**config.mk**
```make
export PLATFORM = sky130hd
export DESIGN_NAME = motion_safety_arbiter
export DESIGN_NICKNAME = d
export VERILOG_FILES = /design/src/rtl/motion_safety_arbiter.sv
export SDC_FILE = /design/constraint.sdc
export NUM_CORES = 1
export LEC_CHECK = 0
export CAP_MARGIN = 20
export CORE_MARGIN = 3
export CORE_UTILIZATION = 45
export DETAILED_ROUTE_END_ITERATION = 6
export SYNTH_ARGS = -nofsm -noshare
export SYNTH_HDL_FRONTEND = slang
export SYNTH_SLANG_ARGS = --single-unit
```
**constraint.sdc**
```tcl
create_clock -name clk -period 13.04 [get_ports clk]
set_clock_uncertainty 0.15 [all_clocks]
set_input_delay 2.608 -clock clk [delete_from_list [all_inputs] [get_ports clk]]
set_output_delay 2.608 -clock clk [all_outputs]
set_load 0.05 [all_outputs]
```
**src/rtl/motion_safety_arbiter.sv**
```systemverilog
// Motion safety arbiter: decodes command bytes, gates motion by front/rear proximity,
// ramps speed, runs a command watchdog and emits {move, speed} frames over valid/ready.
// Optional build macro PROX_HYST_EN adds +5 hysteresis to the stop and slow thresholds.
module motion_safety_arbiter #(
    parameter int N_SENSORS      = 2,
    parameter int N_FRONT        = 1,
    parameter int DIST_W         = 8,
    parameter int STOP_DIST      = 15,
    parameter int SLOW_DIST      = 40,
    parameter int SLOW_SPEED     = 2,
    parameter int RAMP_CYCLES    = 2_500_000,
    parameter int TIMEOUT_CYCLES = 25_000_000,
    parameter int REFRESH_CYCLES = 5_000_000
) (
    input  logic                        clk,
    input  logic                        rst,
    input  logic [7:0]                  cmd_byte,
    input  logic                        cmd_valid,
    input  logic [N_SENSORS*DIST_W-1:0] dist_in,
    input  logic [N_SENSORS-1:0]        dist_valid,
    output logic [3:0]                  move_cmd,
    output logic [3:0]                  speed_level,
    output logic                        out_valid,
    input  logic                        out_ready,
    output logic                        servo,
    output logic                        blocked,
    output logic                        timeout,
    output logic [1:0]                  motion_state,
    output logic                        tx_state
);

    // Output handshake: a frame {move_cmd, speed_level} is offered while out_valid=1 and
    // is held stable until the cycle where out_valid && out_ready; that cycle consumes it.

    localparam logic [1:0] ST_RUN   = 2'd0;
    localparam logic [1:0] ST_BLOCK = 2'd1;
    localparam logic [1:0] ST_TMO   = 2'd2;

    localparam logic [0:0] TX_IDLE  = 1'b0;
    localparam logic [0:0] TX_SEND  = 1'b1;

    localparam logic [3:0] MV_STOP  = 4'd8;

    localparam int WD_W   = $clog2(TIMEOUT_CYCLES + 1);
    localparam int RAMP_W = $clog2(RAMP_CYCLES + 1);
    localparam int REF_W  = $clog2(REFRESH_CYCLES + 1);

    localparam logic [WD_W-1:0]   WD_MAX    = WD_W'(TIMEOUT_CYCLES);
    localparam logic [RAMP_W-1:0] RAMP_LAST = RAMP_W'(RAMP_CYCLES - 1);
    localparam logic [REF_W-1:0]  REF_LAST  = REF_W'(REFRESH_CYCLES - 1);

    localparam logic [DIST_W:0] STOP_SET = (DIST_W+1)'(STOP_DIST);
    localparam logic [DIST_W:0] SLOW_SET = (DIST_W+1)'(SLOW_DIST);
`ifdef PROX_HYST_EN
    localparam logic [DIST_W:0] STOP_CLR = (DIST_W+1)'(STOP_DIST + 5);
    localparam logic [DIST_W:0] SLOW_CLR = (DIST_W+1)'(SLOW_DIST + 5);
`else
    localparam logic [DIST_W:0] STOP_CLR = (DIST_W+1)'(STOP_DIST);
    localparam logic [DIST_W:0] SLOW_CLR = (DIST_W+1)'(SLOW_DIST);
`endif

    logic [DIST_W-1:0] dist_q [N_SENSORS];
    logic [DIST_W-1:0] dist_d [N_SENSORS];
    logic [DIST_W-1:0] front_min;
    logic [DIST_W-1:0] rear_min;

    logic [3:0]        tgt_move_q, tgt_move_d;
    logic [3:0]        tgt_speed_q, tgt_speed_d;
    logic              front_blk_q, front_blk_d;
    logic              rear_blk_q, rear_blk_d;
    logic              front_slow_q, front_slow_d;
    logic              rear_slow_q, rear_slow_d;
    logic [WD_W-1:0]   wd_cnt, wd_d;
    logic [1:0]        state_q, state_d;
    logic [3:0]        eff_move_q, eff_d;
    logic [3:0]        speed_q, speed_d;
    logic [RAMP_W-1:0] ramp_cnt, ramp_d;
    logic [3:0]        cap;
    logic [3:0]        goal;
    logic              is_move;
    logic              is_speed;
    logic              move_blocked;
    logic              cap_slow;

    logic [0:0]        tx_q;
    logic [3:0]        last_move;
    logic [3:0]        last_speed;
    logic [REF_W-1:0]  refresh_cnt;
    logic              frame_diff;

    assign is_move  = cmd_valid && (cmd_byte[7:4] == 4'h1) && (cmd_byte[3:0] <= 4'd8);
    assign is_speed = cmd_valid && (cmd_byte[7:4] == 4'h2);

    assign tgt_move_d  = is_move  ? cmd_byte[3:0] : tgt_move_q;
    assign tgt_speed_d = is_speed ? cmd_byte[3:0] : tgt_speed_q;

    // Group minima are taken over this cycle's incoming distances so a strobe acts at once.
    always_comb begin
        front_min = '1;
        rear_min  = '1;
        for (int i = 0; i < N_SENSORS; i++) begin
            dist_d[i] = dist_valid[i] ? dist_in[i*DIST_W +: DIST_W] : dist_q[i];
            if (i < N_FRONT) begin
                if (dist_d[i] < front_min) front_min = dist_d[i];
            end else begin
                if (dist_d[i] < rear_min) rear_min = dist_d[i];
            end
        end
    end

    assign front_blk_d  = front_blk_q  ? ({1'b0, front_min} <= STOP_CLR) : ({1'b0, front_min} <= STOP_SET);
    assign rear_blk_d   = rear_blk_q   ? ({1'b0, rear_min}  <= STOP_CLR) : ({1'b0, rear_min}  <= STOP_SET);
    assign front_slow_d = front_slow_q ? ({1'b0, front_min} <  SLOW_CLR) : ({1'b0, front_min} <  SLOW_SET);
    assign rear_slow_d  = rear_slow_q  ? ({1'b0, rear_min}  <  SLOW_CLR) : ({1'b0, rear_min}  <  SLOW_SET);

    always_comb begin
        move_blocked = 1'b0;
        case (tgt_move_d)
            4'd0, 4'd1, 4'd2: move_blocked = front_blk_d;
            4'd3, 4'd6, 4'd7: move_blocked = rear_blk_d;
            default:          move_blocked = 1'b0;
        endcase
    end

    assign wd_d = is_move ? '0 : ((wd_cnt == WD_MAX) ? wd_cnt : wd_cnt + WD_W'(1));

    // A move byte outranks a simultaneous watchdog expiry.
    always_comb begin
        state_d = state_q;
        if (is_move) begin
            state_d = move_blocked ? ST_BLOCK : ST_RUN;
        end else if (wd_d == WD_MAX) begin
            state_d = ST_TMO;
        end else if (state_q == ST_TMO) begin
            state_d = ST_TMO;
        end else begin
            state_d = move_blocked ? ST_BLOCK : ST_RUN;
        end
    end

    assign eff_d = (state_d == ST_RUN) ? tgt_move_d : MV_STOP;

    // Spins have no single facing side, so either group being near caps them.
    always_comb begin
        cap_slow = front_slow_d || rear_slow_d;
        case (eff_d)
            4'd0, 4'd1, 4'd2: cap_slow = front_slow_d;
            4'd3, 4'd6, 4'd7: cap_slow = rear_slow_d;
            default:          cap_slow = front_slow_d || rear_slow_d;
        endcase
        cap  = cap_slow ? 4'(SLOW_SPEED) : 4'd15;
        goal = (tgt_speed_d < cap) ? tgt_speed_d : cap;
    end

    // Stopping zeroes speed and restarts the ramp interval so acceleration begins cleanly.
    always_comb begin
        ramp_d  = ramp_cnt;
        speed_d = speed_q;
        if (eff_d == MV_STOP) begin
            ramp_d  = '0;
            speed_d = 4'd0;
        end else if (ramp_cnt == RAMP_LAST) begin
            ramp_d = '0;
            if (speed_q < goal) begin
                speed_d = speed_q + 4'd1;
            end else if (speed_q > goal) begin
                speed_d = speed_q - 4'd1;
            end
        end else begin
            ramp_d = ramp_cnt + RAMP_W'(1);
        end
    end

    always_ff @(posedge clk or posedge rst) begin
        if (rst) begin
            for (int i = 0; i < N_SENSORS; i++) begin
                dist_q[i] <= '0;
            end
            tgt_move_q   <= MV_STOP;
            tgt_speed_q  <= 4'd0;
            front_blk_q  <= 1'b1;
            rear_blk_q   <= 1'b1;
            front_slow_q <= 1'b1;
            rear_slow_q  <= 1'b1;
            wd_cnt       <= WD_MAX;
            state_q      <= ST_TMO;
            eff_move_q   <= MV_STOP;
            speed_q      <= 4'd0;
            ramp_cnt     <= '0;
            servo        <= 1'b0;
        end else begin
            for (int i = 0; i < N_SENSORS; i++) begin
                dist_q[i] <= dist_d[i];
            end
            tgt_move_q   <= tgt_move_d;
            tgt_speed_q  <= tgt_speed_d;
            front_blk_q  <= front_blk_d;
            rear_blk_q   <= rear_blk_d;
            front_slow_q <= front_slow_d;
            rear_slow_q  <= rear_slow_d;
            wd_cnt       <= wd_d;
            state_q      <= state_d;
            eff_move_q   <= eff_d;
            speed_q      <= speed_d;
            ramp_cnt     <= ramp_d;
            if (cmd_valid && (cmd_byte == 8'hF0)) begin
                servo <= 1'b1;
            end else if (cmd_valid && (cmd_byte == 8'hC0)) begin
                servo <= 1'b0;
            end
        end
    end

    assign blocked      = (state_q == ST_BLOCK);
    assign timeout      = (state_q == ST_TMO);
    assign motion_state = state_q;

    assign frame_diff = (eff_move_q != last_move) || (speed_q != last_speed);

    // The payload is captured on entry to SEND; later changes wait in eff_move_q/speed_q.
    always_ff @(posedge clk or posedge rst) begin
        if (rst) begin
            tx_q        <= TX_IDLE;
            move_cmd    <= MV_STOP;
            speed_level <= 4'd0;
            last_move   <= MV_STOP;
            last_speed  <= 4'd0;
            refresh_cnt <= '0;
        end else begin
            case (tx_q)
                TX_IDLE: begin
                    if (frame_diff || (refresh_cnt == REF_LAST)) begin
                        move_cmd    <= eff_move_q;
                        speed_level <= speed_q;
                        refresh_cnt <= '0;
                        tx_q        <= TX_SEND;
                    end else begin
                        refresh_cnt <= refresh_cnt + REF_W'(1);
                    end
                end
                default: begin
                    if (out_ready) begin
                        last_move  <= move_cmd;
                        last_speed <= speed_level;
                        tx_q       <= TX_IDLE;
                    end
                end
            endcase
        end
    end

    assign out_valid = (tx_q == TX_SEND);
    assign tx_state  = tx_q;

endmodule

```
==> results of run 1 <==
final cells by class:
cell class,count,area [um2]
clock inverters,6,66.3
well taps,176,220
inverters,27,104
clock buffers,26,529
fillers,1188,6060
repair buffers,42,418
multi-input cells,474,3130
flip-flops and latches,116,2920
cell families after synthesis:
| family | after synthesis | share of synthesized area [%] |
|---|---|---|
| AND/OR/NAND/NOR | 292 | 24.6 |
| flip-flops | 116 | 46.5 |
| XOR/XNOR | 69 | 9.62 |
| AO/OA/AOI/OAI | 66 | 6.83 |
| buffers and inverters | 53 | 3.76 |
| multiplexers | 33 | 5.77 |
| adder cells (fa/ha/maj) | 14 | 2.91 |
routing by layer:
metal  vias to the layer above  global-route usage (%)  routed length [um]
met3                        13                    4.77                 506
met5                         -                       0                   0
met2                        91                    30.4                6600
li1                       2365                       -                   -
met1                      2379                    26.0                6570
met4                         0                    5.95                 189
worst paths after layout:
path                                 start           end  depth (start not counted)
worst max-delay path             cmd_valid    speed_q[3]                         28
worst min-delay path            dist_q[11]    dist_q[11]                          2
worst max register to register   wd_cnt[0]    speed_q[3]                         29
worst min register to register  dist_q[11]    dist_q[11]                          2
max in group asynchronous              rst  ramp_cnt[20]                          3
min in group asynchronous              rst     out_valid                          2
power groups by stage:
stage / Sequential (mW) / Combinational (mW) / Clock [mW]
2_1_floorplan: 0.514 / 0.231 / 0
3_3_place_gp: 0.526 / 0.290 / 0
3_5_place_dp: 0.530 / 0.304 / 0
4_1_cts: 0.526 / 0.306 / 0.470
5_1_grt: 0.540 / 0.336 / 0.487
6_report: 0.528 / 0.303 / 0.462
layout by cell type (no fill, tap or decap), types with 17 or more instances in the layout:
master,instances
nor3_1,35
clkdlybuf4s50_1,38
clkbuf_16,17
nor4_1,28
xor2_1,35
nand4_1,20
xnor2_1,34
nor2_1,86
dfstp_2,17
dfrtp_1,99
inv_1,26
nand3_1,34
nand2_1,30
mux2_2,26
state kept, by name, indices dropped and copies added, names as in the netlist, 10 cells and up:
register and flops:
dist_q 10, ramp_cnt 22, wd_cnt 25, refresh_cnt 23
metrics by stage:
stage | hold WS, ns | total power [mW] | area (um2)
floorplan | 0.297 | 0.745 | 6280
global placement | 0.320 | 0.816 | 6780
detailed placement | 0.326 | 0.834 | 6790
CTS | 0.338 | 1.30 | 7390
global route | 0.354 | 1.36 | 7390
finish | 0.330 | 1.29 | 7390
synthesized netlist by cell type, types with 6 or more instances:
master / n / share of area, %
xor2_1: 35 / 4.9
xnor2_1: 34 / 4.7
inv_1: 27 / 1.6
nand3_1: 34 / 2.7
nor2b_1: 8 / 0.80
nor4b_1: 6 / 0.84
a31oi_1: 6 / 0.60
o21ai_0: 16 / 1.3
clkbuf_1: 14 / 0.84
nand2_1: 30 / 1.8
nor3_1: 35 / 2.8
and3_1: 10 / 1.0
o21a_1: 8 / 0.96
mux2i_1: 7 / 1.1
buf_2: 6 / 0.48
ha_1: 13 / 2.6
mux2_2: 26 / 4.7
dfstp_2: 17 / 7.1
a21oi_1: 16 / 1.3
dfrtp_1: 99 / 39
nor2_1: 86 / 5.1
nor4_1: 28 / 2.8
nand4_1: 20 / 2.0
worst reg2reg max path, delay by kind of cell (launching register included):
kind            cells  cell delay, ns
buf+inv             3            0.40
simple gates       10            2.08
fa+ha+maj           4            0.90
compound gates     10            1.88
flops               1            0.47
xor+xnor            2            0.30
==> metrics.txt, run 1 <==
Worst EP required approximately 13 ns; final non-filler cell total 867; Crit Path Class input port to register; DRT Wirelength 13.9 mm; DP Wirelength 9.55 mm; P_int 868 uW; worst hold-check path type register to register; Final Critical Period 8.36 ns; nets@finish 722; Place WS approximately 4.3 ns; sw frac 32.9%; Logic pwr share 23.5%; clk sinks 116; final setup vio count 0; outcome complete, no violations; Resized cells post-CTS 0; Post-synth EDFFs 0; average routed wire per standard cell 16.0 um; Max Fanout on Critical Path 7; total core area 13500 um2; Pwr per Cell Area 175 nW/um2; root buf cell clkbuf_16; Syn Nets about 690; fraction of registers with async set/reset 100%; Cells after Synth 643; die area 15400 um2; slowest stage delay, CP 0.71 ns; setup TNS 0 ns; pin count of the biggest net entering global routing 72; Max VDD drop around 0.10 mV; max-slew violations 0; DR pass1 iterations 5; H-tree depth 4; Final period util 64.1%; Top delay family on crit path compound AO/OA/AOI/OAI gates; # Post-CTS Setup Buffers 0; height of the die roughly 120 um; initial drt markers 340; vias per cell 5.59; P_sw 425 uW; Clk pin slew, worst setup/hold paths 0.05 ns; placed insts ~840; TritonCTS clock tree done; DRC 0; row cnt 42; RSZ-0062 raised after global routing no; Die X 124 um; IO Count 45; Max Freq roughly 0.12 GHz; grt total ovfl 0; mean area per synthesized cell 9.77 um2; final-report hold violation count 0; Layout area overhead 17.6%; Worst Slack Setup Final approximately 4.7 ns; global-route wire length before repair 23.3 mm; Arr. time, crit path about 8.5 ns; Synth Register Bits ~120; Ant. Diodes 0; Max Root-Sink Buffers 2; ANT nets after route 0; global router's overall resource usage 19.2%; layout cells sized above 1 12.6%; LEAKAGE just over 3 nW; Clock Power Share a little over a third; Reg2Reg Setup Slack 6.69 ns; worst skew pair latency 0.41 ns; Slew @ Worst Pin around 1.0 ns; Initial Util 46.7%; total number of vias ~4800; vias in the first global route roughly 4800; max-cap violations 0; Slew headroom 31.6%; Final Core Density between 50% and 60%; initial antenna violation count 0; synth warn 0; WP buf/inv 3; Synth Cell Area 6280 um2; TritonCTS Buffers 17; sequential share of power between 40 and 50%; Primary FF master, synth dfrtp_1; GPL Wtd Cong 0.941; Crit. End Element register; CP startpoint kind input port; crit path max-delay cell type o32ai_1; IO Port Bufs 38; # hold bufs at CTS 0; Seq/Total Area, Yosys a little under half; post-synth cell types 58
Note: power is estimated with default switching activity, not from simulation.
==> run 2, diff against run 1 <==
PLACE_DENSITY = 0.66   (was unset)
clock period = 7.1 ns   (was 13.04 ns; I/O delays follow)
==> metrics.txt, run 2 (synthesis results as in run 1) <==
outcome complete, no violations; IO Port Bufs 38; vias in the first global route 4917; Max VDD drop 0.219 mV; Crit. End Element register; worst skew pair latency 0.42 ns; Pwr per Cell Area approximately 320 nW/um2; Ant. Diodes 0; Die X 124 um; ANT nets after route 0; Worst EP required 7.22 ns; Slew @ Worst Pin between 0.7 and 0.8 ns; Hold Path Depth 2; initial antenna violation count 0; Final period util 94.3%; Worst Reg-to-Reg Cells 30; total power after layout 2.41 mW; Worst Slack Setup Final 0.408 ns; height of the die 124 um; grt total ovfl 0; Clk pin slew, worst setup/hold paths 0.05 ns; Min Hold Slack around 0.33 ns; Logic pwr share 23.7%; RSZ-0062 raised after global routing no; max-slew violations 0; DR pass1 iterations 4; Initial Util 46.7%; Top delay family on crit path simple AND/OR/NAND/NOR gates; Final Critical Period 6.69 ns; Largest regs wd_cnt x25, refresh_cnt x23, ramp_cnt x22; final non-filler cell area between 7000 and 8000 um2; final setup vio count 0; R2R Path Start wd_cnt[0]; Max Fanout on Critical Path 7; crit path max-delay cell type or4_1; min-delay src dist_q[11]; final-report hold violation count 0; Critical R2R Capture speed_q[3]; worst hold-check path type register to register; average routed wire per standard cell between 15 and 20 um; WP buf/inv 4; slowest stage delay, CP ~0.54 ns; clk sinks 116; DP Area approximately 6900 um2; placed insts 844; Reg2Reg Setup Slack approximately 0.9 ns; Slew headroom a little under half; root buf cell clkbuf_16; global-route wire length before repair ~24 mm; P_sw slightly below 800 uW; DRT Wirelength approximately 14 mm; Layout area overhead 19.5%; H-tree depth 4; TritonCTS clock tree done; initial drt markers about 320; nets@finish 733; die area 15400 um2; Clock Power Share ~36%; sw frac roughly 32%; final non-filler cell total 878; DP Wirelength 9.71 mm; LEAKAGE roughly 3.2 nW; max-cap violations 0; TritonCTS Buffers 17; total number of vias 4859; Place WS -0.00296 ns; Crit Path Class input port to register; Top reg by flops wd_cnt; leading cell types in the layout, fill and taps excluded 99 x dfrtp_1, 86 x nor2_1, 38 x clkdlybuf4s50_1; Hold Path End dist_q[11]; vias per cell 5.53; commonest non-fill, non-tap cell in the layout dfrtp_1; Arr. time, crit path between 6 and 7 ns; Max Freq 0.149 GHz; Max Root-Sink Buffers 2; total core area 13500 um2; row cnt 42; pin count of the biggest net entering global routing 62; Largest register FFs 25; sequential share of power 40.2%; DRC 0; layout cells sized above 1 14.2%; GPL Wtd Cong 0.908; global router's overall resource usage 19.7%; IO Count 45; P_int 1.63 mW; CP startpoint kind input port
-- run 2: cell count changes in the layout (fill, tap and decap cells not counted), moves of 2 or more --
cell,before,now
buf_4,3,13
bufinv_16,1,3
clkbuf_8,7,3
clkinv_2,1,6
clkinvlp_4,3,0
-- run 2: how the worst max path moves through the flow --
stage / start / endpoint / slack (ns) / cells after the start
detailed placement: cmd_valid / speed_q[3] / -0.003 / 29
CTS: cmd_valid / speed_q[3] / 0.38 / 29
floorplan: cmd_byte[7] / speed_q[3] / 1.02 / 25
global route: cmd_byte[7] / speed_q[3] / 0.03 / 29
finish: cmd_valid / speed_q[3] / 0.41 / 29
global placement: cmd_byte[0] / speed_q[3] / 0.27 / 29
-- run 2: per-layer routing --
metal  part of all wire, %  routed length, um  global-route usage (%)
met1                    44               6110                    23.6
met2                    51               7190                    32.8
met3                   3.5                497                    5.54
met4                   1.6                231                    8.76
met5                     0                  0                       0
-- run 2: power groups by stage --
stage	logic, mW	clock network [mW]	registers (mW)
global route	0.633	0.918	0.991
detailed placement	0.560	0	0.972
floorplan	0.425	0	0.944
global placement	0.543	0	0.966
finish	0.571	0.869	0.969
CTS	0.562	0.887	0.965
-- run 2: area by class of cell --
type	instances	area, um2
clock buffers	22	474
clock inverters	10	129
fillers	1169	5940
inverters	27	104
multi-input cells	474	3140
flip-flops and latches	116	2920
well taps	176	220
repair buffers	53	520
-- run 2: what timing repair did --
| action | 4_1_cts | 5_1_grt |
|---|---|---|
| setup buffers | 0 | 0 |
| endpoints found under the setup margin | 0 | 1 |
| hold buffers | 0 | 0 |
| gates resized for setup | 0 | 3 |
-- run 2: per-stage QoR --
| stage | TNS (ns) | utilization [%] |
|---|---|---|
| after CTS | 0 | 55.4 |
| after global routing | 0 | 55.8 |
| after global placement | 0 | 50.9 |
| after floorplan | 0 | - |
| after detailed placement | -0.00296 | 50.9 |
| final | 0 | 55.8 |
-- run 2: worst min-delay path, stage by stage (launching register included) --
cell and delay [ns]:
dfrtp_1 0.32, mux2i_1 0.08, inv_1 0.06
==> run 3, diff against run 2 <==
SKIP_CTS_REPAIR_TIMING = 1   (was unset)
clock period = 5.8 ns   (was 7.1 ns; I/O delays follow)
==> metrics.txt, run 3 (synthesis results as in run 1) <==
IO Port Bufs 38; Max VDD drop 0.206 mV; DRC 0; Worst Slack Setup Final 0.247 ns; Fill cells 1183; Ant. Diodes 0; Pwr per Cell Area 370 nW/um2; Top Layer Used met4; Worst EP required 5.90 ns; grt total ovfl 0; row cnt 42; GPL Wtd Cong 0.904; leading cell types in the layout, fill and taps excluded 99 x dfrtp_1, 86 x nor2_1, 44 x buf_4; layout cells sized above 1 20.6%; Slew @ Worst Pin 1.04 ns; nets@finish 765; commonest non-fill, non-tap cell in the layout dfrtp_1; total number of vias 5100; TritonCTS Buffers 17; root buf cell clkbuf_16; vias per cell 5.60; vias in the first global route 5040; clk sinks 116; Crit Path Class input port to register; height of the die 124 um; Max Freq ~0.18 GHz; Place WS -0.805 ns; Max Fanout on Critical Path 6; DRT Wirelength 14.2 mm; total power after layout 2.90 mW; Top reg by flops wd_cnt; min-delay src dist_q[11]; Min Hold Slack 0.349 ns; average routed wire per standard cell 15.7 um; DP Area a little over 7000 um2; Initial Util a little under half; Clk pin slew, worst setup/hold paths 0.06 ns; final setup vio count 0; worst skew pair latency 0.42 ns; Slew headroom approximately 31%; LEAKAGE 3.39 nW; total core area 13500 um2; max-cap violations 0; Final Critical Period 5.55 ns; Final Core Density 58.3%; final non-filler cell area 7840 um2; Arr. time, crit path 5.65 ns; CP startpoint dist_valid[0]; Max Root-Sink Buffers 2; initial antenna violation count 0; Final period util 95.7%; met3 routed WL 678 um; final-report hold violation count 0; worst hold-check path type register to register; global-route wire length before repair 23.5 mm; DP Wirelength approximately 9.9 mm; TritonCTS clock tree done; DR pass1 iterations 5; Layout area overhead 24.7%; Largest regs wd_cnt x25, refresh_cnt x23, ramp_cnt x22; ANT nets after route 0; die area 15400 um2; H-tree depth 4; IO Count 45; Die X 124 um; Crit. End Element register; met2 wire len 6.88 mm; CP startpoint kind input port; outcome complete, no violations; R2R Path Start wd_cnt[6]; max-slew violations 0; initial drt markers roughly 420; pin count of the biggest net entering global routing 85; M1 WL 6.37 mm; global router's overall resource usage 19.4%; Largest register FFs 25
-- run 3: changes by cell type in the layout (fill, tap and decap cells not counted), moves of 3 or more --
cell             previous run  this run
buf_4                      13        44
clkdlybuf4s50_1            38        29
dlymetal6s2s_1              0         9
a21oi_1                    16        12
a21oi_2                     0         4
clkinv_4                    1         5
bufinv_16                   3         0
clkinvlp_4                  0         3
o21ai_0                    16        13
o21ai_1                     2         5
-- run 3: layout make-up --
class                           instances  area, um2  area share, %
Clock buffer                           18        439           5.60
Sequential cell                       116       2920           37.3
Multi-Input combinational cell        474       3260           41.6
Tap cell                              176        220           2.81
Inverter                               27        104           1.32
Timing Repair Buffer                   85        787           10.0
Clock inverter                         14        106           1.36
-- run 3: routing by layer --
layer,vias to the layer above,track usage [%]
li1,2441,-
met5,-,0
met1,2486,25.1
met2,146,31.5
met4,0,7.67
met3,27,4.54
-- run 3: power by group --
part / leakage (nW) / internal (mW) / total (mW) / switching, mW
clock: 0.264 / 0.559 / 0.939 / 0.381
combinational: 1.66 / 0.360 / 0.787 / 0.427
sequential: 1.47 / 0.980 / 1.17 / 0.190
total: 3.39 / 1.90 / 2.90 / 0.998
-- run 3: stage by stage --
step | setup TNS (ns) | std cells
after floorplan | 0 | 643
after global placement | -1.24 | 875
after detailed placement | -2.15 | 875
after CTS | -0.592 | 907
after global routing | -0.0274 | 910
final | 0 | 910
-- run 3: path summary, 6_finish.rpt --
path	end	slack (ns)	depth (start not counted)
max in group asynchronous	tgt_move_q[3]	3.56	4
max	speed_q[3]	0.25	28
min in group asynchronous	dist_q[7]	0.84	2
min	dist_q[11]	0.35	2
min reg2reg	dist_q[11]	0.35	2
max reg2reg	speed_q[3]	0.35	24
-- run 3: critical path: stages --
cell and delay, ns:
clkdlybuf4s50_1 0.62, nor3_1 0.09, a21oi_1 0.28, nor2_1 0.09, o21a_1 0.12, a2111o_1 0.38, a31oi_4 0.18, or2_4 0.16
inv_2 0.03, ha_1 0.28, a21oi_1 0.13, nor2_1 0.05, o21ai_1 0.16, o21ai_1 0.11, o21ai_1 0.11, ha_2 0.19
nor2b_1 0.04, o21ai_1 0.11, nand2b_1 0.08, a21oi_2 0.14, inv_1 0.08, ha_1 0.29, a21o_1 0.20, a21oi_2 0.13
xnor2_1 0.12, nor2_1 0.06, xnor2_1 0.18, nor3_1 0.07
